==> src/rtl/bcd_addsub_seq.sv <==
// Digit-serial packed-BCD adder/subtractor, one digit per clock, LSD first.
// Subtraction adds the ten's complement and re-complements when a borrow remains.
module bcd_addsub_seq #(
  parameter int DIGITS = 3
) (
  input  logic                  clk,
  input  logic                  rst,
  input  logic                  start,
  input  logic                  op,
  input  logic [4*DIGITS-1:0]   a,
  input  logic [4*DIGITS-1:0]   b,
  output logic [4*DIGITS-1:0]   result,
  output logic                  negative,
  output logic                  overflow,
  output logic                  invalid,
  output logic                  busy,
  output logic                  done
);

  localparam int IW = (DIGITS > 1) ? $clog2(DIGITS) : 1;
  localparam logic [IW-1:0] LAST = IW'(DIGITS - 1);

  typedef enum logic [2:0] {
    IDLE, CHECK, ADD, NEGATE, DONE
  } state_t;

  state_t              state;
  logic [4*DIGITS-1:0] a_q;
  logic [4*DIGITS-1:0] b_q;
  logic [4*DIGITS-1:0] r_q;
  logic                op_q;
  logic                carry;
  logic [IW-1:0]       idx;

  logic                bad;
  logic [3:0]          lhs;
  logic [3:0]          rhs;
  logic [4:0]          sum;
  logic [4:0]          adj;
  logic                c_out;
  logic [4*DIGITS-1:0] r_next;

  always_comb begin
    bad = 1'b0;
    for (int i = 0; i < DIGITS; i++) begin
      if (a_q[4*i +: 4] > 4'd9) bad = 1'b1;
      if (b_q[4*i +: 4] > 4'd9) bad = 1'b1;
    end
  end

  // ADD: a_i + (b_i or 9-b_i); NEGATE: 0 + (9-r_i). Both share the carry rule.
  always_comb begin
    lhs = 4'd0;
    rhs = 4'd9 - r_q[idx*4 +: 4];
    if (state == ADD) begin
      lhs = a_q[idx*4 +: 4];
      rhs = op_q ? (4'd9 - b_q[idx*4 +: 4]) : b_q[idx*4 +: 4];
    end
    sum   = {1'b0, lhs} + {1'b0, rhs} + {4'b0, carry};
    c_out = (sum > 5'd9);
    adj   = c_out ? (sum - 5'd10) : sum;
    r_next = r_q;
    r_next[idx*4 +: 4] = adj[3:0];
  end

  always_ff @(posedge clk) begin
    if (rst) begin
      state    <= IDLE;
      a_q      <= '0;
      b_q      <= '0;
      r_q      <= '0;
      op_q     <= 1'b0;
      carry    <= 1'b0;
      idx      <= '0;
      result   <= '0;
      negative <= 1'b0;
      overflow <= 1'b0;
      invalid  <= 1'b0;
      busy     <= 1'b0;
      done     <= 1'b0;
    end else begin
      unique case (state)
        IDLE: begin
          if (start) begin
            a_q   <= a;
            b_q   <= b;
            op_q  <= op;
            busy  <= 1'b1;
            state <= CHECK;
          end
        end
        CHECK: begin
          if (bad) begin
            result   <= '0;
            negative <= 1'b0;
            overflow <= 1'b0;
            invalid  <= 1'b1;
            done     <= 1'b1;
            state    <= DONE;
          end else begin
            idx   <= '0;
            carry <= op_q;
            r_q   <= '0;
            state <= ADD;
          end
        end
        ADD: begin
          r_q   <= r_next;
          carry <= c_out;
          idx   <= idx + IW'(1);
          if (idx == LAST) begin
            if (op_q && !c_out) begin
              carry <= 1'b1;
              idx   <= '0;
              state <= NEGATE;
            end else begin
              result   <= r_next;
              negative <= 1'b0;
              overflow <= !op_q && c_out;
              invalid  <= 1'b0;
              done     <= 1'b1;
              state    <= DONE;
            end
          end
        end
        NEGATE: begin
          r_q   <= r_next;
          carry <= c_out;
          idx   <= idx + IW'(1);
          if (idx == LAST) begin
            result   <= r_next;
            negative <= 1'b1;
            overflow <= 1'b0;
            invalid  <= 1'b0;
            done     <= 1'b1;
            state    <= DONE;
          end
        end
        DONE: begin
          done  <= 1'b0;
          busy  <= 1'b0;
          state <= IDLE;
        end
        default: state <= IDLE;
      endcase
    end
  end

endmodule

==> config.mk <==
export PLATFORM = sky130hd
export DESIGN_NAME = bcd_addsub_seq
export DESIGN_NICKNAME = d
export VERILOG_FILES = /design/src/rtl/bcd_addsub_seq.sv
export SDC_FILE = /design/constraint.sdc
export NUM_CORES = 1
export LEC_CHECK = 0
export ABC_AREA = 1
export CELL_PAD_IN_SITES_DETAIL_PLACEMENT = 1
export CELL_PAD_IN_SITES_GLOBAL_PLACEMENT = 2
export CORE_MARGIN = 5
export CORE_UTILIZATION = 25
export DETAILED_ROUTE_END_ITERATION = 6
export PLACE_DENSITY_LB_ADDON = 0.1
export SLEW_MARGIN = 20
export SYNTH_ARGS = -nofsm -noshare
export SYNTH_HDL_FRONTEND = slang
export SYNTH_SLANG_ARGS = --single-unit
==> constraint.sdc <==
create_clock -name clk -period 4 [get_ports clk]
set_input_delay 0.6 -clock clk [delete_from_list [all_inputs] [get_ports clk]]
set_output_delay 0.6 -clock clk [all_outputs]
set_load 0.02 [all_outputs]
==> results.cfg <==
[routing]
drtIter0Drc = 105
via_per_inst = 4.62
routedWlPerCell_um = 15.7
wl_um = 10600
drt_first_pass_iters = 4
vias = 3115
drc = 0
detail-route-antenna-nets = 0

[power]
power.share.combinational_pct = 59.8
intPower_uw = 2260
pwr-share-clk_pct = 18.6
sw_frac_of_total_pct = 47.7
cellLeakagePower_uw = 0.00164
power_switching_uw = 2060
total_power_uw = 4330
power.share.sequential_pct = 21.6
power.density_mw_per_mm2 = 1030
max-vdd-ir-drop_v = 0.000321

[die]
die_area_mm2 = 0.0152
io_pins = 45
die_w_um = 123
fp.dieH_um = 123
coreArea_mm2 = 0.0126
initial_core_util_pct = 25.4
rows = 41

[cells_and_area]
fin_nets = 539
area_growth_pct = 31.2
layout-drive-gt1-share_pct = 10.8
antennaDiodeCount = 0

[timing]
worst_pin_slew_ns = 0.535
rsz0062_at_grt = false
slew_headroom_pct = 64.3
finalHoldViolCount = 0
fin_crit_ns = 3.63
slew_viol_final = 0
max_freq_ghz = 0.276
final-setup-viol-count = 0
fin_crit_sh_pct = 90.7
fin_tns_setup_ns = 0
clock-skew-final_ns = 0.00860

[critical_path]
path_cells = inv_1 > nor2_1 > buf_4 > inv_1 > o21ai_0 > nand2_1 > fa_1 > inv_2 > fa_1 > inv_1 > ha_1 > nand2_1 > a21boi_2 > nand2_2 > nand2_4 > nor2_4 > nor2_8 > inv_1 > nand2_1 > a21oi_2
crit_slowest_cell = fa_1
cp.depth = 20
cpMostUsedCell = inv_1
required_ns = 4.28
crit_type = flip-flop to flip-flop
cp.buffers_inverters = 6
critPathArrivalTime_ns = 3.91
max_stage_delay_ns = 0.46
cp_max_fo = 14
startpoint_type = flip-flop
critPathTopFamily = adder cells
worstSetupEndpointType = flip-flop
reg2reg_depth = 20

[cts]
htree_levels = 3
postCtsHoldBufs = 0
cts_tree = built
clk_path_buf_depth = 2
cts_buffers = 9
cts.clk_slew.worst_paths_ns = 0.05
clock_latency_ns = 0.34
numClockSinks = 60
cts-root-buf = clkbuf_16

[worst_hold_path]
min_path_cells = 2
hold_class = flip-flop to flip-flop

[synth]
synth_seq_area_share_pct = 37.5
ys_top_cells_by_area = dfxtp_1 (37%), a21oi_1 (12%), nand2_1 (8.9%), o21ai_0 (8.0%), inv_1 (7.0%)
ys_seq_elements = 60
synth_edf_count = 0
avgSynthCellArea_um2 = 7.19
synth_ff_type = dfxtp_1
synthCells = 446
synth_cell_type_count = 38
yosys_warnings = 0
synth_top_area_share_pct = 37.5
async_flop_share_pct = 0
ys_top_cells_by_count = a21oi_1 (76), nand2_1 (76), dfxtp_1 (60), inv_1 (60), o21ai_0 (51)
synthesis.area_mm2 = 0.00321
syn-num-nets = 487
synth_area_leader_cell = dfxtp_1

[global_routing]
antenna_found_initial = 0
grt_pass1_wl_um = 17500
grt_pass1_vias = 3370
grt_use_total_pct = 15.1
grt.overflow.total = 0
grt_max_degree = 52

[placed_design]
gp_congestion = 0.854
port_buffers = 44
dpl.hpwl_um = 8130

[flow_run]
drv_cap = 0

[run_status]
status = completed
[layout make-up]
| cell class | instances | area (um2) |
|---|---|---|
| fillers | 1602 | 8410 |
| inverters | 62 | 235 |
| flip-flops and latches | 60 | 1200 |
| repair buffers | 60 | 561 |
| clock buffers | 14 | 274 |
| clock inverters | 1 | 30.0 |
| multi-input cells | 305 | 1690 |
| well taps | 172 | 215 |
[cell families (layout without fill, tap and decap cells)]
group / Yosys count / after routing / synth area share (%)
AO/OA/AOI/OAI: 153 / 153 / 25.7
AND/OR/NAND/NOR: 135 / 136 / 20.2
buffers and inverters: 82 / 137 / 10.2
flip-flops: 60 / 60 / 37.5
adder cells (fa/ha/maj): 13 / 13 / 5.54
XOR/XNOR: 2 / 2 / 0.547
multiplexers: 1 / 1 / 0.312
[worst reg2reg max path, delay by kind of cell (launching register included)]
| family | cells | cell delay, ns |
|---|---|---|
| compound gates | 3 | 0.47 |
| simple gates | 8 | 1.04 |
| flops | 1 | 0.33 |
| buf+inv | 6 | 0.67 |
| fa+ha+maj | 3 | 1.07 |
[cell usage in the layout, fill, tap and decap left out, drive strengths merged, types with 2 or more instances in the layout]
| master | n |
|---|---|
| buf | 16 |
| ha | 11 |
| nand4 | 7 |
| a211oi | 3 |
| a21oi | 79 |
| or2 | 2 |
| clkbuf | 14 |
| o22ai | 3 |
| nand2 | 81 |
| xnor2 | 2 |
| nor2 | 22 |
| inv | 62 |
| dfxtp | 60 |
| o21ai | 57 |
| a22oi | 6 |
| nor3 | 5 |
| nand3 | 18 |
| clkdlybuf4s50 | 44 |
| fa | 2 |
[timing repair]
action,in CTS,in global routing
setup buffers,0,0
setup endpoints to repair,0,2
resized for setup,0,1
[state kept, by name, summed over array words and instances, names as in the netlist]
name,count
overflow,1
idx,2
op_q,1
b_q,12
r_q,12
done,1
state,3
a_q,12
result,12
invalid,1
negative,1
busy,1
carry,1
[path summary, 6_finish.rpt]
path / startpoint / endpoint / slack (ns)
worst max register to register: idx[1] / overflow / 0.37
worst min register to register: b_q[8] / b_q[8] / 0.45
worst max-delay path: idx[1] / overflow / 0.37
worst min-delay path: b_q[8] / b_q[8] / 0.45
[stage by stage]
| step | instances | hold slack [ns] | utilization [%] | instance area, um2 | setup WS [ns] |
|---|---|---|---|---|---|
| finish | 674 | 0.449 | 33.3 | 4210 | 0.374 |
| global route | 674 | 0.482 | 33.3 | 4210 | 0.000669 |
| CTS | 673 | 0.453 | 33.2 | 4190 | 0.292 |
| detailed placement | 658 | 0.444 | 30.8 | 3890 | 0.309 |
| global placement | 658 | 0.441 | 30.8 | 3890 | 0.396 |
| floorplan | 446 | 0.420 | - | 3210 | 0.616 |
[metal layers]
| layer | up-vias | routed length (um) | track usage (%) |
|---|---|---|---|
| li1 | 1587 | - | - |
| met1 | 1471 | 5220 | 19.4 |
| met2 | 39 | 4820 | 24.2 |
| met3 | 18 | 364 | 4.62 |
| met4 | 0 | 187 | 4.98 |
| met5 | - | 0 | 0 |
[power groups by stage]
stage          Sequential (uW)  Combinational, uW  Clock, uW
6_report                   936               2590        804
3_3_place_gp               943               2580          0
3_5_place_dp               946               2590          0
4_1_cts                    938               2610        826
5_1_grt                    969               2970        850
2_1_floorplan             1010               1730          0
Power figures use the tool's default switching activity.
